**src/rtl/pio_gen2_if.sv**
```systemverilog
// Avalon-MM slave bus bundle for pio_gen2: word address, chip select,
// active-low write strobe and 32-bit read/write data.
interface pio_gen2_if;
  logic [2:0]  address;
  logic        chipselect;
  logic        write_n;
  logic [31:0] writedata;
  logic [31:0] readdata;

  modport master (
    output address, chipselect, write_n, writedata,
    input  readdata
  );

  modport slave (
    input  address, chipselect, write_n, writedata,
    output readdata
  );
endinterface

```
**src/rtl/pio_gen2.sv**
```systemverilog
// Parametrised Avalon-MM parallel I/O slave: direction control, set/clear output
// strobes, synchronised inputs; edge capture + irq are built when PIO_GEN2_IRQ_EN is defined.
module pio_gen2 #(
  parameter int          WIDTH       = 8,
  parameter logic [31:0] RESET_VALUE = '0,
  parameter int          EDGE_TYPE   = 0,
  parameter int          SYNC_STAGES = 2
) (
  input  logic             clk,
  input  logic             reset,
  pio_gen2_if.slave        bus,
  input  logic [WIDTH-1:0] in_port,
  output logic [WIDTH-1:0] out_port,
  output logic [WIDTH-1:0] oe,
  output logic             irq
);

  logic             wr_en;
  logic [WIDTH-1:0] wdata;
  logic             unused_wdata;
  logic [WIDTH-1:0] sync_p [SYNC_STAGES];
  logic [WIDTH-1:0] in_sync;
  logic [WIDTH-1:0] out_q;
  logic [WIDTH-1:0] dir_q;
  logic [WIDTH-1:0] irqmask_q;
  logic [WIDTH-1:0] edgecap_q;
  logic [31:0]      rd_word;

  assign wr_en        = bus.chipselect & ~bus.write_n;
  assign wdata        = bus.writedata[WIDTH-1:0];
  assign unused_wdata = ^bus.writedata;
  assign in_sync      = sync_p[SYNC_STAGES-1];

  // Pin synchroniser chain
  always_ff @(posedge clk or posedge reset) begin
    if (reset) begin
      for (int i = 0; i < SYNC_STAGES; i++) sync_p[i] <= '0;
    end else begin
      sync_p[0] <= in_port;
      for (int i = 1; i < SYNC_STAGES; i++) sync_p[i] <= sync_p[i-1];
    end
  end

  // Output data and direction registers
  always_ff @(posedge clk or posedge reset) begin
    if (reset) begin
      out_q <= RESET_VALUE[WIDTH-1:0];
      dir_q <= '0;
    end else if (wr_en) begin
      case (bus.address)
        3'd0:    out_q <= wdata;
        3'd1:    dir_q <= wdata;
        3'd4:    out_q <= out_q | wdata;
        3'd5:    out_q <= out_q & ~wdata;
        default: ;
      endcase
    end
  end

  assign out_port = out_q;
  assign oe       = dir_q;

`ifdef PIO_GEN2_IRQ_EN
  logic [WIDTH-1:0] in_dly_p;
  logic [WIDTH-1:0] edge_hit;
  logic [WIDTH-1:0] clr_mask;

  function automatic logic [WIDTH-1:0] detect_edge(input logic [WIDTH-1:0] cur,
                                                   input logic [WIDTH-1:0] prev);
    case (EDGE_TYPE)
      0:       return cur & ~prev;
      1:       return ~cur & prev;
      default: return cur ^ prev;
    endcase
  endfunction

  assign edge_hit = detect_edge(in_sync, in_dly_p);
  assign clr_mask = (wr_en && bus.address == 3'd3) ? wdata : '0;

  // Edge detect delay, capture and mask; a fresh edge beats a same-cycle clear
  always_ff @(posedge clk or posedge reset) begin
    if (reset) begin
      in_dly_p  <= '0;
      edgecap_q <= '0;
      irqmask_q <= '0;
    end else begin
      in_dly_p  <= in_sync;
      edgecap_q <= (edgecap_q & ~clr_mask) | edge_hit;
      if (wr_en && bus.address == 3'd2) irqmask_q <= wdata;
    end
  end

  assign irq = |(edgecap_q & irqmask_q);
`else
  assign irqmask_q = '0;
  assign edgecap_q = '0;
  assign irq       = 1'b0;
`endif

  always_comb begin
    rd_word = '0;
    case (bus.address)
      3'd0:    rd_word[WIDTH-1:0] = (out_q & dir_q) | (in_sync & ~dir_q);
      3'd1:    rd_word[WIDTH-1:0] = dir_q;
      3'd2:    rd_word[WIDTH-1:0] = irqmask_q;
      3'd3:    rd_word[WIDTH-1:0] = edgecap_q;
      default: rd_word = '0;
    endcase
  end

  assign bus.readdata = rd_word;

endmodule

```
**src/flat_wrapper.sv**
```systemverilog
// flat-port wrapper written by rule: the top's interface ports become plain ports
module pio_gen2_flat 
#(
  parameter int          WIDTH       = 8,
  parameter logic [31:0] RESET_VALUE = '0,
  parameter int          EDGE_TYPE   = 0,
  parameter int          SYNC_STAGES = 2
)
  (clk, reset, in_port, out_port, oe, irq, bus_address, bus_chipselect, bus_write_n, bus_writedata, bus_readdata);
  pio_gen2_if bus_i ();
  input  logic clk;
  input  logic reset;
  input  logic [WIDTH-1:0] in_port;
  output logic [WIDTH-1:0] out_port;
  output logic [WIDTH-1:0] oe;
  output logic irq;
  input wire logic [$bits(bus_i.address)-1:0] bus_address;
  input wire logic [$bits(bus_i.chipselect)-1:0] bus_chipselect;
  input wire logic [$bits(bus_i.write_n)-1:0] bus_write_n;
  input wire logic [$bits(bus_i.writedata)-1:0] bus_writedata;
  output wire logic [$bits(bus_i.readdata)-1:0] bus_readdata;
  assign bus_i.address = bus_address;
  assign bus_i.chipselect = bus_chipselect;
  assign bus_i.write_n = bus_write_n;
  assign bus_i.writedata = bus_writedata;
  assign bus_readdata = bus_i.readdata;
  pio_gen2 #(.WIDTH(WIDTH), .RESET_VALUE(RESET_VALUE), .EDGE_TYPE(EDGE_TYPE), .SYNC_STAGES(SYNC_STAGES)) u_core (.clk(clk), .reset(reset), .bus(bus_i), .in_port(in_port), .out_port(out_port), .oe(oe), .irq(irq));
endmodule
```
**config.mk**
```make
export PLATFORM = sky130hd
export DESIGN_NAME = pio_gen2_flat
export DESIGN_NICKNAME = d
export VERILOG_FILES = /design/src/rtl/pio_gen2_if.sv /design/src/rtl/pio_gen2.sv /design/src/flat_wrapper.sv
export SDC_FILE = /design/constraint.sdc
export NUM_CORES = 1
export LEC_CHECK = 0
export BUFFER_PORTS_ARGS = -buffer_cell sky130_fd_sc_hd__buf_2
export CORE_MARGIN = 2
export CORE_UTILIZATION = 42
export DETAILED_ROUTE_END_ITERATION = 10
export PLACE_DENSITY_LB_ADDON = 0.3
export SLEW_MARGIN = 20
export SYNTH_ARGS = -nofsm -noshare
export SYNTH_HDL_FRONTEND = slang
export SYNTH_SLANG_ARGS = --single-unit
```
**constraint.sdc**
```tcl
create_clock -name clk -period 1.05 [get_ports clk]
set_input_delay 0.0525 -clock clk [delete_from_list [all_inputs] [get_ports clk]]
set_output_delay 0.0525 -clock clk [all_outputs]
set_load 0.02 [all_outputs]
```
==> results.json, run 1 <==
{
  "status": "finished with violations",
  "failed_checks": "setup timing",
  "finalHoldViolations": 0,
  "cp.arrival_ns": 1.40,
  "rows": 21,
  "synth.avg_cell_area_sq_um": 10.9,
  "drive_gt1_share_pct": 41.6,
  "post-place-cells": 237,
  "ir_drop_mv": 0.956,
  "portBuffers": 46,
  "synth.distinct_cells": 22,
  "global_route.usage.met1_pct": 21.5,
  "p_leak_nw": 1.08,
  "grt_pass1_wl_um": 5580,
  "comb_power_share_pct": 36.7,
  "placed_cell_area_sq_mm": 0.00182,
  "grt_max_degree": 33,
  "cp_max_fo": 2,
  "whs_endpoint": "u_core.out_port[4]$_DFFE_PP0P_",
  "dp_hpwl_um": 2300,
  "antenna_found_initial": 0,
  "hp-class": "in2reg",
  "dieHeight_um": 64.4,
  "drtIter0Drc": 27,
  "synthCells": 141,
  "nets": 267,
  "switchingPower_w": 0.00130,
  "drt_wl_total_um": 3510,
  "start_kind": "flip-flop",
  "grt_use_met3_pct": 3.70,
  "start_util_pct": 44.8,
  "diodes": 0,
  "powerDensity_mw_per_mm2": 1710,
  "core_sq_mm": 0.00342,
  "maxSlewViolCount": 0,
  "top_usage_layer": "met2",
  "fill_cells": 295,
  "holdWs_ns": 0.227,
  "postRouteAntennaNets": 0,
  "cts_tree": "yes",
  "finalWorstSetupSlack_ns": -0.398,
  "synthToLayoutAreaGrowth_pct": 42.5,
  "required_ns": 1.00,
  "numCtsBuffers": 5,
  "insertion_delay_ns": 0.34,
  "p_int_w": 0.00242,
  "die_area_sq_mm": 0.00414,
  "root_buffer": "clkbuf_4",
  "clkPwrFrac_pct": 20.3,
  "cts_buffer_depth": 2,
  "grt_pass1_vias": 1194,
  "regToRegEndpoint": "u_core.oe[2]$_DFFE_PP0P_",
  "synth_seq_cells": 32,
  "rsz0062_at_grt": "true",
  "finalCriticalPeriod_ns": 1.45,
  "sequentialPowerShare_pct": 43.0,
  "finalSetupTns_ns": -2.08,
  "vias": 1248,
  "min_path_cells": 5,
  "fin_crit_sh_pct": 138,
  "track_usage_pct": 18.3,
  "drv_cap": 0,
  "gp_congestion": 0.723,
  "die_w_um": 64.4,
  "worstReg2RegStart": "u_core.oe[2]$_DFFE_PP0P_",
  "setup_viol": 10,
  "fmax_ghz": 0.690,
  "min-delay-start": "bus_write_n",
  "syn_area_sq_mm": 0.00153,
  "r2r_slack_ns": 0.03,
  "drt-pass1-iter-count": 5,
  "finClkSkew_ns": 0.00210,
  "clk_pin_slew_ns": 0.10,
  "register_area_sq_um": 801,
  "crit_type": "reg2out",
  "use_met2_pct": 30.9,
  "wl_per_cell_um": 13.2,
  "cts.sink_count": 32,
  "swShare_pct": 34.9,
  "stdcell_count": 267,
  "stdcell_area_sq_mm": 0.00218,
  "drc": 0,
  "overflow": 0,
  "yosys_warnings": 0,
  "vias_per_cell": 4.67,
  "cts_max_level": 2,
  "ios": 96,
  "ys_seq_area_share_pct": 52.3,
  "critPathCaptureType": "primary output",
  "reg2reg_depth": 3,
  "multiInputGateArea_sq_um": 652
}
## sequential cells by signal, indices dropped and copies added, names as in the netlist
register,flops
u_core.sync_p,8
u_core.oe,8
u_core.out_port,8
u_core.in_sync,8
## worst max-delay path, cell delays in order, from the launching register on
cell     delay (ns)
dfrtp_1        0.41
or3b_4         0.39
a21oi_4        0.13
buf_6          0.13
## worst max path at each step
stage                        startpoint                  endpoint  slack (ns)  cells past startpoint
2_1_floorplan            bus_address[1]  u_core.oe[0]$_DFFE_PP0P_       -0.18                      5
3_3_place_gp             bus_address[1]  u_core.oe[0]$_DFFE_PP0P_       -0.16                      4
3_5_place_dp             bus_address[1]  u_core.oe[2]$_DFFE_PP0P_       -0.19                      4
4_1_cts        u_core.oe[1]$_DFFE_PP0P_           bus_readdata[1]       -0.41                      3
5_1_grt        u_core.oe[0]$_DFFE_PP0P_           bus_readdata[0]       -0.45                      3
6_report       u_core.oe[0]$_DFFE_PP0P_           bus_readdata[0]       -0.40                      3
## layer usage
metal	part of all wire [%]	up-vias	wire length [um]
li1	-	580	-
met1	41	598	1460
met2	50	62	1760
met3	6.1	8	213
met4	2.4	0	83
met5	0	-	0
## cell families (layout without fill, tap and decap cells)
family	count (synthesis)	in the layout	synth area share (%)
AOI/OAI and AO/OA	32	32	11.8
buffers and inverters	32	88	14.6
DFF	32	32	52.3
muxes	8	8	7.85
other	1	25	0.245
and+or+nand+nor	36	36	13.2
## cell type report
| cell class | instances | area share, % |
|---|---|---|
| multi-input combinational | 101 | 29.9 |
| clock buffer | 8 | 2.70 |
| sequential | 32 | 36.7 |
| timing repair buffer | 79 | 27.9 |
| tap | 46 | 2.64 |
| inverter | 1 | 0.172 |
## cell usage after synthesis, drive strengths merged
cell / number / area, sq um
dfrtp: 32 / 801
buf: 28 / 208
o21ai: 16 / 80.1
nand2: 14 / 52.6
a21oi: 8 / 40.0
a22oi: 8 / 60.1
mux2: 8 / 120
nor2b: 8 / 50.1
nor2: 6 / 22.5
clkbuf: 3 / 11.3
or3b: 3 / 26.3
and2b: 2 / 16.3
conb: 1 / 3.75
inv: 1 / 3.75
nand2b: 1 / 13.8
nor4b: 1 / 15.0
or2: 1 / 6.26
## power groups by stage
stage / sequential [W] / clock, W / combinational, W
4_1_cts: 0.00159 / 0.000767 / 0.00131
5_1_grt: 0.00163 / 0.000823 / 0.00146
6_report: 0.00160 / 0.000754 / 0.00137
3_5_place_dp: 0.00161 / 0 / 0.00111
3_3_place_gp: 0.00160 / 0 / 0.00108
2_1_floorplan: 0.00179 / 0 / 0.000579
## metrics by stage
step                      utilization [%]  worst slack, ns  power (W)
final                                63.8           -0.398    0.00372
after global routing                 63.8           -0.451    0.00392
after CTS                            62.6           -0.415    0.00367
after detailed placement             53.2           -0.189    0.00272
after global placement               53.2           -0.165    0.00268
after floorplan                         -           -0.182    0.00237
## layout by cell type, fill, tap and decap left out, drive strengths merged
| master | synthesis | final |
|---|---|---|
| conb | 1 | 25 |
| dfrtp | 32 | 32 |
| nand2b | 1 | 1 |
| nand2 | 14 | 14 |
| dlygate4sd3 | 0 | 17 |
| or3b | 3 | 3 |
| nor2b | 8 | 8 |
| nor2 | 6 | 6 |
| and2b | 2 | 2 |
| or2 | 1 | 1 |
| a22oi | 8 | 8 |
| nor4b | 1 | 1 |
| a21oi | 8 | 8 |
| clkbuf | 3 | 8 |
| inv | 1 | 1 |
| buf | 28 | 62 |
| mux2 | 8 | 8 |
| o21ai | 16 | 16 |
## what timing repair did
action	in CTS	in global routing
buffers inserted	3	3
resized for setup	28	9
gates cloned	0	0
hold buffers	17	0
pin swaps	19	7
hold endpoints to repair	56	0
setup endpoints to repair	11	13
No activity file was read; power rests on OpenSTA's default activity.
==> run 2, diff against run 1 <==
--- a/config.mk
+++ b/config.mk
@@ -6,7 +6,7 @@
 export NUM_CORES = 1
 export LEC_CHECK = 0
 export BUFFER_PORTS_ARGS = -buffer_cell sky130_fd_sc_hd__buf_2
-export CORE_MARGIN = 2
+export CORE_MARGIN = 8
 export CORE_UTILIZATION = 42
 export DETAILED_ROUTE_END_ITERATION = 10
 export PLACE_DENSITY_LB_ADDON = 0.3
==> run 2 against run 1 <==
  * Global-route usage down 4.2 points
  * Routed wire length up 8.0%
  * Total power down 1.8%
  * Clock power down 3.7%
  * Largest power group unchanged
  * Critical endpoint unchanged
  * Design area up 1.1%
  * The run still ends with setup timing left
  * Non-clock buffer count up 4
  * Combinational power about the same
  * Critical path depth unchanged
  * Sequential share of layout area down 0.40 points
  * First-iteration DRC count up 44%
==> results.json, run 2 (synthesis gave the netlist of run 1 again) <==
{
  "drc": 0,
  "root_buffer": "clkbuf_4",
  "nets": 271,
  "die_area_sq_mm": 0.00583,
  "cts_tree": "yes",
  "track_usage_pct": 14.1,
  "postRouteAntennaNets": 0,
  "finalHoldViolations": 0,
  "wl_per_cell_um": 13.9,
  "antenna_found_initial": 0,
  "gp_congestion": 0.677,
  "grt_pass1_wl_um": 6630,
  "vias_per_cell": 4.48,
  "crit_type": "reg2out",
  "drive_gt1_share_pct": 42.7,
  "layout_common_cells": "buf_2 (34), dfrtp_1 (32), conb_1 (25), buf_4 (19), dlygate4sd3_1 (17)",
  "failed_checks": "setup timing",
  "power.total_w": 0.00365,
  "finClkSkew_ns": 0.00785,
  "cts_buffer_depth": 2,
  "whs_endpoint": "u_core.out_port[1]$_DFFE_PP0P_",
  "worstReg2RegStart": "u_core.oe[4]$_DFFE_PP0P_",
  "regToRegEndpoint": "u_core.oe[4]$_DFFE_PP0P_",
  "grt_pass1_vias": 1349,
  "cp.arrival_ns": 1.38,
  "cts_max_level": 2,
  "ir_drop_mv": 1.06,
  "min-delay-start": "bus_address[1]",
  "drv_cap": 0,
  "rsz0062_at_grt": "true",
  "maxSlewViolCount": 0,
  "diodes": 0,
  "fin_crit_sh_pct": 137,
  "min_path_cells": 5,
  "cts.sink_count": 32,
  "finalSetupTns_ns": -1.97,
  "finalWorstSetupSlack_ns": -0.387,
  "drt_wl_total_um": 3790,
  "place_ws_ns": -0.182,
  "cp_max_fo": 2,
  "reg2reg_depth": 2,
  "setup_viol": 10,
  "p_leak_nw": 1.10,
  "post-place-cells": 244,
  "start_kind": "flip-flop",
  "finalCriticalPeriod_ns": 1.44,
  "overflow": 0,
  "holdWs_ns": 0.237,
  "core_sq_mm": 0.00358,
  "die_w_um": 76.4,
  "stdcell_count": 273,
  "grt_max_degree": 33,
  "rows": 22,
  "powerDensity_mw_per_mm2": 1660,
  "insertion_delay_ns": 0.33,
  "portBuffers": 46,
  "required_ns": 1.00,
  "layout_commonest_cell": "buf_2",
  "drt-pass1-iter-count": 4,
  "hp-class": "in2reg",
  "fmax_ghz": 0.696,
  "clk_pin_slew_ns": 0.10,
  "critPathCaptureType": "primary output",
  "ios": 96,
  "start_util_pct": 42.8,
  "vias": 1222,
  "r2r_slack_ns": 0.13,
  "fill_cells": 298,
  "dp_hpwl_um": 2680,
  "synthToLayoutAreaGrowth_pct": 44.1,
  "numCtsBuffers": 5,
  "dieHeight_um": 76.4,
  "drtIter0Drc": 39,
  "status": "finished with violations"
}
-- run 2: where the power goes --
group / switching, W / internal [W] / leakage (nW)
Combinational: 0.000705 / 0.000631 / 0.685
Clock: 0.000396 / 0.000330 / 0.0326
Sequential: 0.000164 / 0.00143 / 0.379
-- run 2: layout make-up --
class | instances | area [sq um] | share of cell area (%)
tap | 48 | 60.1 | 2.72
multi-input combinational | 101 | 652 | 29.6
timing repair buffer | 83 | 629 | 28.5
inverter | 1 | 3.75 | 0.170
clock buffer | 8 | 58.8 | 2.67
sequential | 32 | 801 | 36.3
-- run 2: repair_timing --
item,4_1_cts,5_1_grt
setup buffers,2,2
pin swaps,17,10
gates resized for setup,28,6
hold buffers,17,0
hold endpoints to repair,56,0
setup endpoints to repair,10,12
-- run 2: worst max-delay path, stage by stage, from the launching register on --
cell and delay [ns]:
dfrtp_1 0.40, or3b_4 0.39, a21oi_4 0.13, buf_6 0.13
-- run 2: worst max path at each step --
stage	start	to
3_5_place_dp	bus_address[1]	u_core.oe[6]$_DFFE_PP0P_
5_1_grt	u_core.oe[0]$_DFFE_PP0P_	bus_readdata[0]
4_1_cts	u_core.oe[0]$_DFFE_PP0P_	bus_readdata[0]
6_report	u_core.oe[0]$_DFFE_PP0P_	bus_readdata[0]
3_3_place_gp	bus_address[1]	u_core.oe[1]$_DFFE_PP0P_
2_1_floorplan	bus_address[1]	u_core.oe[0]$_DFFE_PP0P_
-- run 2: layer usage --
metal / wire [um] / vias up / part of all wire (%) / track usage [%]
li1: - / 588 / - / -
met1: 1470 / 582 / 39 / 15.5
met2: 1930 / 47 / 51 / 22.9
met3: 332 / 5 / 8.8 / 6.96
met4: 59 / 0 / 1.6 / 5.19
met5: 0 / - / 0 / 0
-- run 2: per-stage QoR --
stage	cell area [sq um]	util (%)
after floorplan	1670	-
after detailed placement	1860	51.9
after CTS	2170	60.6
after global placement	1860	51.9
after global routing	2200	61.6
final	2200	61.6
==> run 3, diff against run 2 <==
--- a/config.mk
+++ b/config.mk
@@ -9,7 +9,7 @@
 export CORE_MARGIN = 8
 export CORE_UTILIZATION = 42
 export DETAILED_ROUTE_END_ITERATION = 10
-export PLACE_DENSITY_LB_ADDON = 0.3
+export PLACE_DENSITY_LB_ADDON = 0.08
 export SLEW_MARGIN = 20
 export SYNTH_ARGS = -nofsm -noshare
 export SYNTH_HDL_FRONTEND = slang
==> run 3 against run 2 <==
  * The flow still finishes with violations (setup timing)
  * Design area grew 1.6%
  * Critical path depth is the same
  * Global-route usage shrank 0.31 points
  * First-iteration DRC count grew 13%
  * Worst hold slack gained 0.011 ns
  * Sequential share of layout area shrank 0.57 points
  * Flip-flop and latch count is the same
  * Combinational power grew 7%
  * Clock skew shrank 0.0038 ns
  * Final cell count shrank 0.37%
  * Largest power group unchanged
==> results.json, run 3 (synthesis gave the netlist of run 1 again) <==
{
  "status": "finished with violations",
  "failed_checks": "setup timing",
  "insertion_delay_ns": 0.32,
  "die_area_sq_mm": 0.00583,
  "swShare_pct": 34.0,
  "cp_cell_sequence": "or3b_4, a21oi_4, buf_6",
  "layout_common_cells": "dfrtp_1 (32), buf_2 (31), conb_1 (25), buf_6 (18)",
  "critPathCaptureType": "primary output",
  "synthToLayoutAreaGrowth_pct": 46.4,
  "crit_type": "reg2out",
  "cp.arrival_ns": 1.40,
  "drive_gt1_share_pct": 43.3,
  "drc": 0,
  "vias": 1248,
  "gp_congestion": 0.714,
  "wl_per_cell_um": 14.4,
  "fin_crit_sh_pct": 138,
  "crit_slowest_cell": "or3b_4",
  "cts_max_level": 2,
  "p_int_w": 0.00251,
  "portBuffers": 46,
  "cts.sink_count": 32,
  "switchingPower_w": 0.00130,
  "root_buffer": "clkbuf_4",
  "sequentialPowerShare_pct": 42.0,
  "stdcell_count": 272,
  "finClkSkew_ns": 0.00402,
  "track_usage_pct": 13.8,
  "required_ns": 1.00,
  "core_sq_mm": 0.00358,
  "clkPwrFrac_pct": 20.2,
  "numCtsBuffers": 5,
  "r2r_slack_ns": 0.09,
  "p_leak_nw": 1.11,
  "start_util_pct": 42.8,
  "fmax_ghz": 0.688,
  "ir_drop_mv": 0.901,
  "rsz0062_at_grt": "true",
  "grt_max_degree": 33,
  "grt_pass1_vias": 1397,
  "setup_viol": 10,
  "hp-class": "in2reg",
  "layout_commonest_cell": "dfrtp_1",
  "drtIter0Drc": 44,
  "start_kind": "flip-flop",
  "drt_wl_total_um": 3920,
  "drt-pass1-iter-count": 6,
  "post-place-cells": 242,
  "ios": 96,
  "finalHoldViolations": 0,
  "grt_pass1_wl_um": 6560,
  "drv_cap": 0,
  "finalCriticalPeriod_ns": 1.45,
  "dieHeight_um": 76.4,
  "holdWs_ns": 0.248,
  "critical_path.max_stage_delay_ns": 0.41,
  "postRouteAntennaNets": 0,
  "diodes": 0,
  "finalWorstSetupSlack_ns": -0.403,
  "clk_pin_slew_ns": 0.10,
  "dp_hpwl_um": 2680,
  "rows": 22,
  "overflow": 0,
  "final_core_util_pct": 62.6,
  "cts_tree": "yes",
  "comb_power_share_pct": 37.8,
  "finalSetupTns_ns": -1.89,
  "nets": 271,
  "die_w_um": 76.4,
  "power.total_w": 0.00381,
  "powerDensity_mw_per_mm2": 1700,
  "vias_per_cell": 4.59,
  "cp_max_fo": 2,
  "antenna_found_initial": 0,
  "cts_buffer_depth": 2,
  "maxSlewViolCount": 0
}
==> run 3: critical path: cells and delay by family, from the launching register on <==
family,cells,cell delay (ns)
flops,1,0.39
buf+inv,1,0.13
compound gates,1,0.14
simple gates,1,0.41
==> run 3: layout make-up <==
class	instances	area (sq um)
Sequential cell	32	801
Inverter	1	3.75
Tap cell	48	60.1
Multi-Input combinational cell	101	654
Clock buffer	7	65.1
Timing Repair Buffer	83	656
Fill cell	300	1340
==> run 3: path summary, 6_finish.rpt <==
kind / end / startpoint / depth (start not counted)
worst max-delay path: bus_readdata[1] / u_core.oe[1]$_DFFE_PP0P_ / 3
worst min-delay path: u_core.out_port[1]$_DFFE_PP0P_ / bus_address[1] / 5
worst max register to register: u_core.out_port[1]$_DFFE_PP0P_ / u_core.out_port[1]$_DFFE_PP0P_ / 4
worst min register to register: u_core.in_sync[5]$_DFF_PP0_ / u_core.sync_p[13]$_DFF_PP0_ / 0
max in group asynchronous: u_core.sync_p[10]$_DFF_PP0_ / reset / 4
min in group asynchronous: u_core.in_sync[0]$_DFF_PP0_ / reset / 4
==> run 3: power groups by stage <==
stage	combinational, W	clock [W]	sequential, W
final	0.00144	0.000768	0.00160
after detailed placement	0.00113	0	0.00161
after CTS	0.00142	0.000790	0.00159
after global placement	0.00111	0	0.00160
after global routing	0.00156	0.000836	0.00164
after floorplan	0.000579	0	0.00179
==> run 3: metal layers <==
| metal | vias up | share of wire, % | routed length, um | GRT usage (%) |
|---|---|---|---|---|
| li1 | 587 | - | - | - |
| met1 | 596 | 40 | 1570 | 15.0 |
| met2 | 61 | 49 | 1930 | 23.1 |
| met3 | 4 | 9.8 | 385 | 6.37 |
| met4 | 0 | 0.97 | 38 | 4.62 |
| met5 | - | 0 | 0 | 0 |
==> run 3: through the flow <==
| step | cell area [sq um] | setup WS [ns] |
|---|---|---|
| 6_report | 2240 | -0.403 |
| 5_1_grt | 2240 | -0.470 |
| 4_1_cts | 2200 | -0.399 |
| 3_5_place_dp | 1840 | -0.170 |
| 3_3_place_gp | 1840 | -0.156 |
| 2_1_floorplan | 1670 | -0.182 |
==> run 3: what timing repair did <==
action,in CTS,in global routing
pin swaps,18,5
endpoints found under the setup margin,11,15
endpoints found under the hold margin,49,1
setup buffers,8,2
hold buffers,16,1
resized for setup,34,11
